--- src/rtl/param_fifo.sv ---
// -----------------------------------------------------------------------------
// param_fifo: synchronous single-clock FIFO with occupancy count, status flags
// and sticky overflow/underflow error flags.
//
// Optional feature: define PARAM_FIFO_FWFT_EN for first-word-fall-through
// output. Without it, reads are registered with one cycle of latency.
//
// Ports:
//   i_clk            clock, all state updates on the rising edge
//   i_rst_n          asynchronous active-low reset
//   i_wr_en          write request
//   i_wr_data        write word
//   i_rd_en          read request (pop acknowledge in FWFT mode)
//   i_clr_err        synchronous clear of the sticky error flags
//   o_rd_data        read word
//   o_rd_valid       o_rd_data qualifier
//   o_count          occupancy, 0..DEPTH
//   o_full           count == DEPTH
//   o_empty          count == 0
//   o_almost_full    count >= AF_LEVEL
//   o_almost_empty   count <= AE_LEVEL
//   o_overflow       sticky: write rejected because the FIFO was full
//   o_underflow      sticky: read rejected because the FIFO was empty
// -----------------------------------------------------------------------------
module param_fifo #(
    parameter int unsigned DATA_WIDTH = 32,
    parameter int unsigned ADDR_WIDTH = 3,
    parameter int unsigned AF_LEVEL   = 6,
    parameter int unsigned AE_LEVEL   = 2
) (
    input  logic                  i_clk,
    input  logic                  i_rst_n,
    input  logic                  i_wr_en,
    input  logic [DATA_WIDTH-1:0] i_wr_data,
    input  logic                  i_rd_en,
    input  logic                  i_clr_err,
    output logic [DATA_WIDTH-1:0] o_rd_data,
    output logic                  o_rd_valid,
    output logic [ADDR_WIDTH:0]   o_count,
    output logic                  o_full,
    output logic                  o_empty,
    output logic                  o_almost_full,
    output logic                  o_almost_empty,
    output logic                  o_overflow,
    output logic                  o_underflow
);

    localparam int unsigned DEPTH = 1 << ADDR_WIDTH;

    localparam logic [ADDR_WIDTH:0] CNT_FULL = (ADDR_WIDTH + 1)'(DEPTH);
    localparam logic [ADDR_WIDTH:0] CNT_AF   = (ADDR_WIDTH + 1)'(AF_LEVEL);
    localparam logic [ADDR_WIDTH:0] CNT_AE   = (ADDR_WIDTH + 1)'(AE_LEVEL);
    localparam logic [ADDR_WIDTH:0] CNT_ONE  = (ADDR_WIDTH + 1)'(1);
    localparam logic [ADDR_WIDTH-1:0] PTR_ONE = ADDR_WIDTH'(1);

    logic [DATA_WIDTH-1:0] r_mem [DEPTH];
    logic [ADDR_WIDTH-1:0] r_wr_ptr;
    logic [ADDR_WIDTH-1:0] r_rd_ptr;
    logic [ADDR_WIDTH:0]   r_count;
    logic                  r_overflow;
    logic                  r_underflow;

    logic w_full;
    logic w_empty;
    logic w_rd_accept;
    logic w_wr_accept;
    logic w_ovf_set;
    logic w_unf_set;

    assign w_full  = (r_count == CNT_FULL);
    assign w_empty = (r_count == '0);

    // A read frees the head slot in the same edge, so a write alongside a
    // read is accepted even when full.
    assign w_rd_accept = i_rd_en && !w_empty;
    assign w_wr_accept = i_wr_en && (!w_full || i_rd_en);

    assign w_ovf_set = i_wr_en && !w_wr_accept;
    assign w_unf_set = i_rd_en && w_empty;

    always_ff @(posedge i_clk or negedge i_rst_n) begin
        if (!i_rst_n) begin
            r_wr_ptr    <= '0;
            r_rd_ptr    <= '0;
            r_count     <= '0;
            r_overflow  <= 1'b0;
            r_underflow <= 1'b0;
        end else begin
            if (w_wr_accept) begin
                r_wr_ptr <= r_wr_ptr + PTR_ONE;
            end
            if (w_rd_accept) begin
                r_rd_ptr <= r_rd_ptr + PTR_ONE;
            end
            if (w_wr_accept && !w_rd_accept) begin
                r_count <= r_count + CNT_ONE;
            end else if (w_rd_accept && !w_wr_accept) begin
                r_count <= r_count - CNT_ONE;
            end
            // Setting an error wins over a coincident clear.
            if (w_ovf_set) begin
                r_overflow <= 1'b1;
            end else if (i_clr_err) begin
                r_overflow <= 1'b0;
            end
            if (w_unf_set) begin
                r_underflow <= 1'b1;
            end else if (i_clr_err) begin
                r_underflow <= 1'b0;
            end
        end
    end

    // Storage is deliberately not reset; reset only discards it via pointers.
    always_ff @(posedge i_clk) begin
        if (w_wr_accept) begin
            r_mem[r_wr_ptr] <= i_wr_data;
        end
    end

`ifdef PARAM_FIFO_FWFT_EN
    // Head word is presented directly; zero while empty so reset shows 0.
    assign o_rd_data  = w_empty ? '0 : r_mem[r_rd_ptr];
    assign o_rd_valid = !w_empty;
`else
    logic [DATA_WIDTH-1:0] r_rd_data;
    logic                  r_rd_valid;

    always_ff @(posedge i_clk or negedge i_rst_n) begin
        if (!i_rst_n) begin
            r_rd_data  <= '0;
            r_rd_valid <= 1'b0;
        end else begin
            r_rd_valid <= w_rd_accept;
            if (w_rd_accept) begin
                r_rd_data <= r_mem[r_rd_ptr];
            end
        end
    end

    assign o_rd_data  = r_rd_data;
    assign o_rd_valid = r_rd_valid;
`endif

    assign o_count        = r_count;
    assign o_full         = w_full;
    assign o_empty        = w_empty;
    assign o_almost_full  = (r_count >= CNT_AF);
    assign o_almost_empty = (r_count <= CNT_AE);
    assign o_overflow     = r_overflow;
    assign o_underflow    = r_underflow;

endmodule

--- config.mk ---
export PLATFORM = sky130hd
export DESIGN_NAME = param_fifo
export DESIGN_NICKNAME = d
export VERILOG_FILES = /design/src/rtl/param_fifo.sv
export SDC_FILE = /design/constraint.sdc
export NUM_CORES = 1
export LEC_CHECK = 0
export BUFFER_PORTS_ARGS = -buffer_cell sky130_fd_sc_hd__buf_2
export CAP_MARGIN = 30
export CORE_ASPECT_RATIO = 1.25
export CORE_MARGIN = 4
export CORE_UTILIZATION = 54
export CTS_CLUSTER_DIAMETER = 50
export DETAILED_ROUTE_END_ITERATION = 8
export MAX_ROUTING_LAYER = met4
export PLACE_DENSITY = 0.75
export SYNTH_ARGS = -nofsm -noshare
export SYNTH_HDL_FRONTEND = slang
export SYNTH_SLANG_ARGS = --single-unit
--- constraint.sdc ---
create_clock -name i_clk -period 4.6 [get_ports i_clk]
set_clock_uncertainty 0.15 [all_clocks]
set_input_delay 0 -clock i_clk [delete_from_list [all_inputs] [get_ports i_clk]]
set_output_delay 0 -clock i_clk [all_outputs]
set_load 0.05 [all_outputs]
==> key figures <==
Yosys
  • Gate Count Post-Synth: 658
  • Syn nets: 701
  • Post-synth top cells: edfxtp_1, mux2i_1, mux2_2
  • #FFs+latches synth: 301
  • Synth top area share: 0.6614
  • Synth cell types: 41
  • Syn_area_per_cell: 17.67 um2
  • EDFF count, synth: 256
  • Seq/Total Area, Yosys: 0.7582
  • Largest cells by area after synthesis: edfxtp_1, dfrtp_1, mux2_2, mux2i_1, o221ai_1
  • FFs w/ async S/R, synth: 0.1495
  • Most area-hungry cell type in the Yosys netlist: edfxtp_1
  • Mapped Area: 0.01162 mm2
  • Most common cell in the synthesized netlist: edfxtp_1
  • Post-synth top flop: edfxtp_1
  • Syn. warnings: 0

Power
  • Seq pwr share: 0.427
  • Pint: 5.838 mW
  • VDD IR max: 542.1 uV
  • Sw Share: 0.3539
  • Total power: 9.036 mW
  • P_leak: 4.953 nW
  • Switching power: 3.198 mW
  • Clock power share: 0.242
  • Pwr per Cell Area: 661.5 mW/mm2
  • Gate power share: 0.332

Clock network
  • TritonCTS buffer count: 28
  • CTS root buf: clkbuf_16
  • Clock Latency Late Sink: 530 ps
  • Clock tree buffer depth: 3
  • CTS tree: yes
  • Post-CTS Setup Inserts: 0
  • Post-cts repair resize count: 0
  • Hold Buf Count CTS: 37
  • Reg clk slew, reported paths: 60 ps
  • Clk sinks: 301
  • H-tree Lvls: 1

Global routing
  • Gr usage total: 0.1986
  • First-pass GRT wire length: 36270 um
  • Number of global-route vias before repair: 6518
  • Total gr overflow: 0
  • Antenna violations before repair: 0
  • Largest net degree at the start of global routing: 68

Outcome
  • Status: complete, but fails checks
  • Violations in the final reports: hold timing

Timing
  • RSZ-0062 raised after global routing: false
  • Slew Limit Fails: 0
  • Final Cycle Share: 0.7249
  • Final Hold Violating Endpoints: 11
  • Hold Worst Slack: -11.20 ps
  • Fin Setup TNS: 0 ps
  • Worst Tran Pin Value: 950.9 ps
  • Final Critical Period: 3334 ps
  • Worst rel slew slack: 0.3661
  • Endpoints failing setup: 0
  • Achievable frequency: 299.9 MHz

Routing
  • Detailed-route DRC error count: 0
  • Final ANT Viol Nets: 0
  • Vias: 6190
  • Post-DR vias/cell: 5.710
  • Drt pass-1 iters: 5
  • Drt wl/cell: 21.16 um
  • Initial DRC count: 568
  • WL final: 22940 um

Worst setup path
  • CP Class: flip-flop to flip-flop
  • Worst setup EP type: flip-flop
  • Worst endpoint data arrival time: 3580 ps
  • Reg2Reg Depth: 9
  • WP data required: 4850 ps
  • Crit-path max FO: 7
  • Crit start category: flip-flop

Final layout
  • Synth-to-Final Area Change: 17.52%
  • Post-layout net count: 831
  • Post-layout util: 0.6516
  • Layout cells sized above 1: 0.2728
  • Diode count: 0
  • Layout filler cell count: 1409

Place
  • GPL Wtd Cong: 0.8101
  • Dpl hpwl: 13210 um
  • Port Buffer Count: 79

Die
  • Initial core utilization: 0.5544
  • I/O Pins: 80
  • Die footprint: 0.02395 mm2
  • FP Rows: 59
  • Die height: 172.0 um
  • Core area: 0.02097 mm2
  • Die W: 139.2 um

Run
  • Max-cap violations: 0

Hold path
  • Hold Crit Class: primary input to asynchronous set/reset pin
[per-stage QoR]
step           setup slack (ps)  instance area [um2]  std cells
6_report                   1266                13660       1084
5_1_grt                    1152                13660       1084
4_1_cts                    1306                13660       1084
3_5_place_dp               1330                12410        995
3_3_place_gp               1526                12360        992
2_1_floorplan             531.4                11630        658
[metal layers]
metal	vias up	global-route usage	wire (um)
met4	0	0.05489	463
li1	2858	-	-
met2	151	0.3481	12110
met1	3141	0.2478	9456
met5	-	-	0
met3	40	0.02407	913
[kinds of logic after synthesis]
kind of cell,Yosys count,share of synthesized area
mux,130,0.1189
fa+ha+maj,6,0.007104
xor+xnor,6,0.004521
buf+inv,42,0.01981
compound gates,107,0.06588
flops,301,0.7582
simple gates,66,0.02551
[path summary, 6_finish.rpt]
kind	to	slack, ps	startpoint
max reg2reg	o_count[3]	1270	o_count[0]
max	o_count[3]	1270	o_count[0]
min	o_rd_data[6]	-10	i_rst_n
max in group asynchronous	r_rd_ptr[0]	3810	i_rst_n
min in group i_clk	o_underflow	70	i_clr_err
min reg2reg	o_rd_data[1]	330	o_rd_data[1]
[layout by cell type (no fill, tap or decap), drive strengths merged, types with 2 or more instances in the layout]
cell type | Yosys | routed
buf | 22 | 98
nand2 | 47 | 47
o221ai | 20 | 20
nor2 | 4 | 4
o22ai | 12 | 12
mux2 | 65 | 65
clkbuf | 13 | 39
ha | 5 | 5
o21ai | 36 | 36
nor4 | 2 | 2
nor3 | 7 | 7
clkinv | 0 | 11
xnor2 | 6 | 6
edfxtp | 256 | 256
dlygate4sd3 | 0 | 37
dfrtp | 45 | 45
nand2b | 3 | 3
a22oi | 20 | 20
mux2i | 65 | 65
inv | 7 | 7
a21o | 2 | 2
a221o | 12 | 12
[power groups by stage]
stage               Combinational, mW  Sequential (mW)  Clock [mW]
finish                           3.00             3.85        2.18
global route                     3.22             3.91        2.35
CTS                              3.03             3.86        2.23
detailed placement               2.98             3.91           0
global placement                 2.88             3.86           0
floorplan                        1.71             4.34           0
[critical path, cell delays in order (launching register included)]
cell,delay [ps]
dfrtp_1,490
or4b_4,610
o21ai_4,330
inv_4,80
ha_1,240
inv_1,170
ha_1,270
a21o_1,210
a2111oi_0,500
o31ai_1,150
[cell type report]
type	count	area (um2)	area share
timing repair buffer	135	948.4	0.06943
clock buffer	39	793.3	0.05807
clock inverter	13	86.33	0.006320
sequential	301	8817	0.6454
tap	274	342.8	0.02510
multi-input combinational	315	2644	0.1935
inverter	7	28.78	0.002107
[flip-flops by register name, summed over array words and instances, names as in the netlist]
name / cells
o_underflow: 1
o_rd_valid: 1
o_count: 4
r_mem: 256
o_rd_data: 32
r_wr_ptr: 3
o_overflow: 1
r_rd_ptr: 3
(Power assumes the default switching activity.)
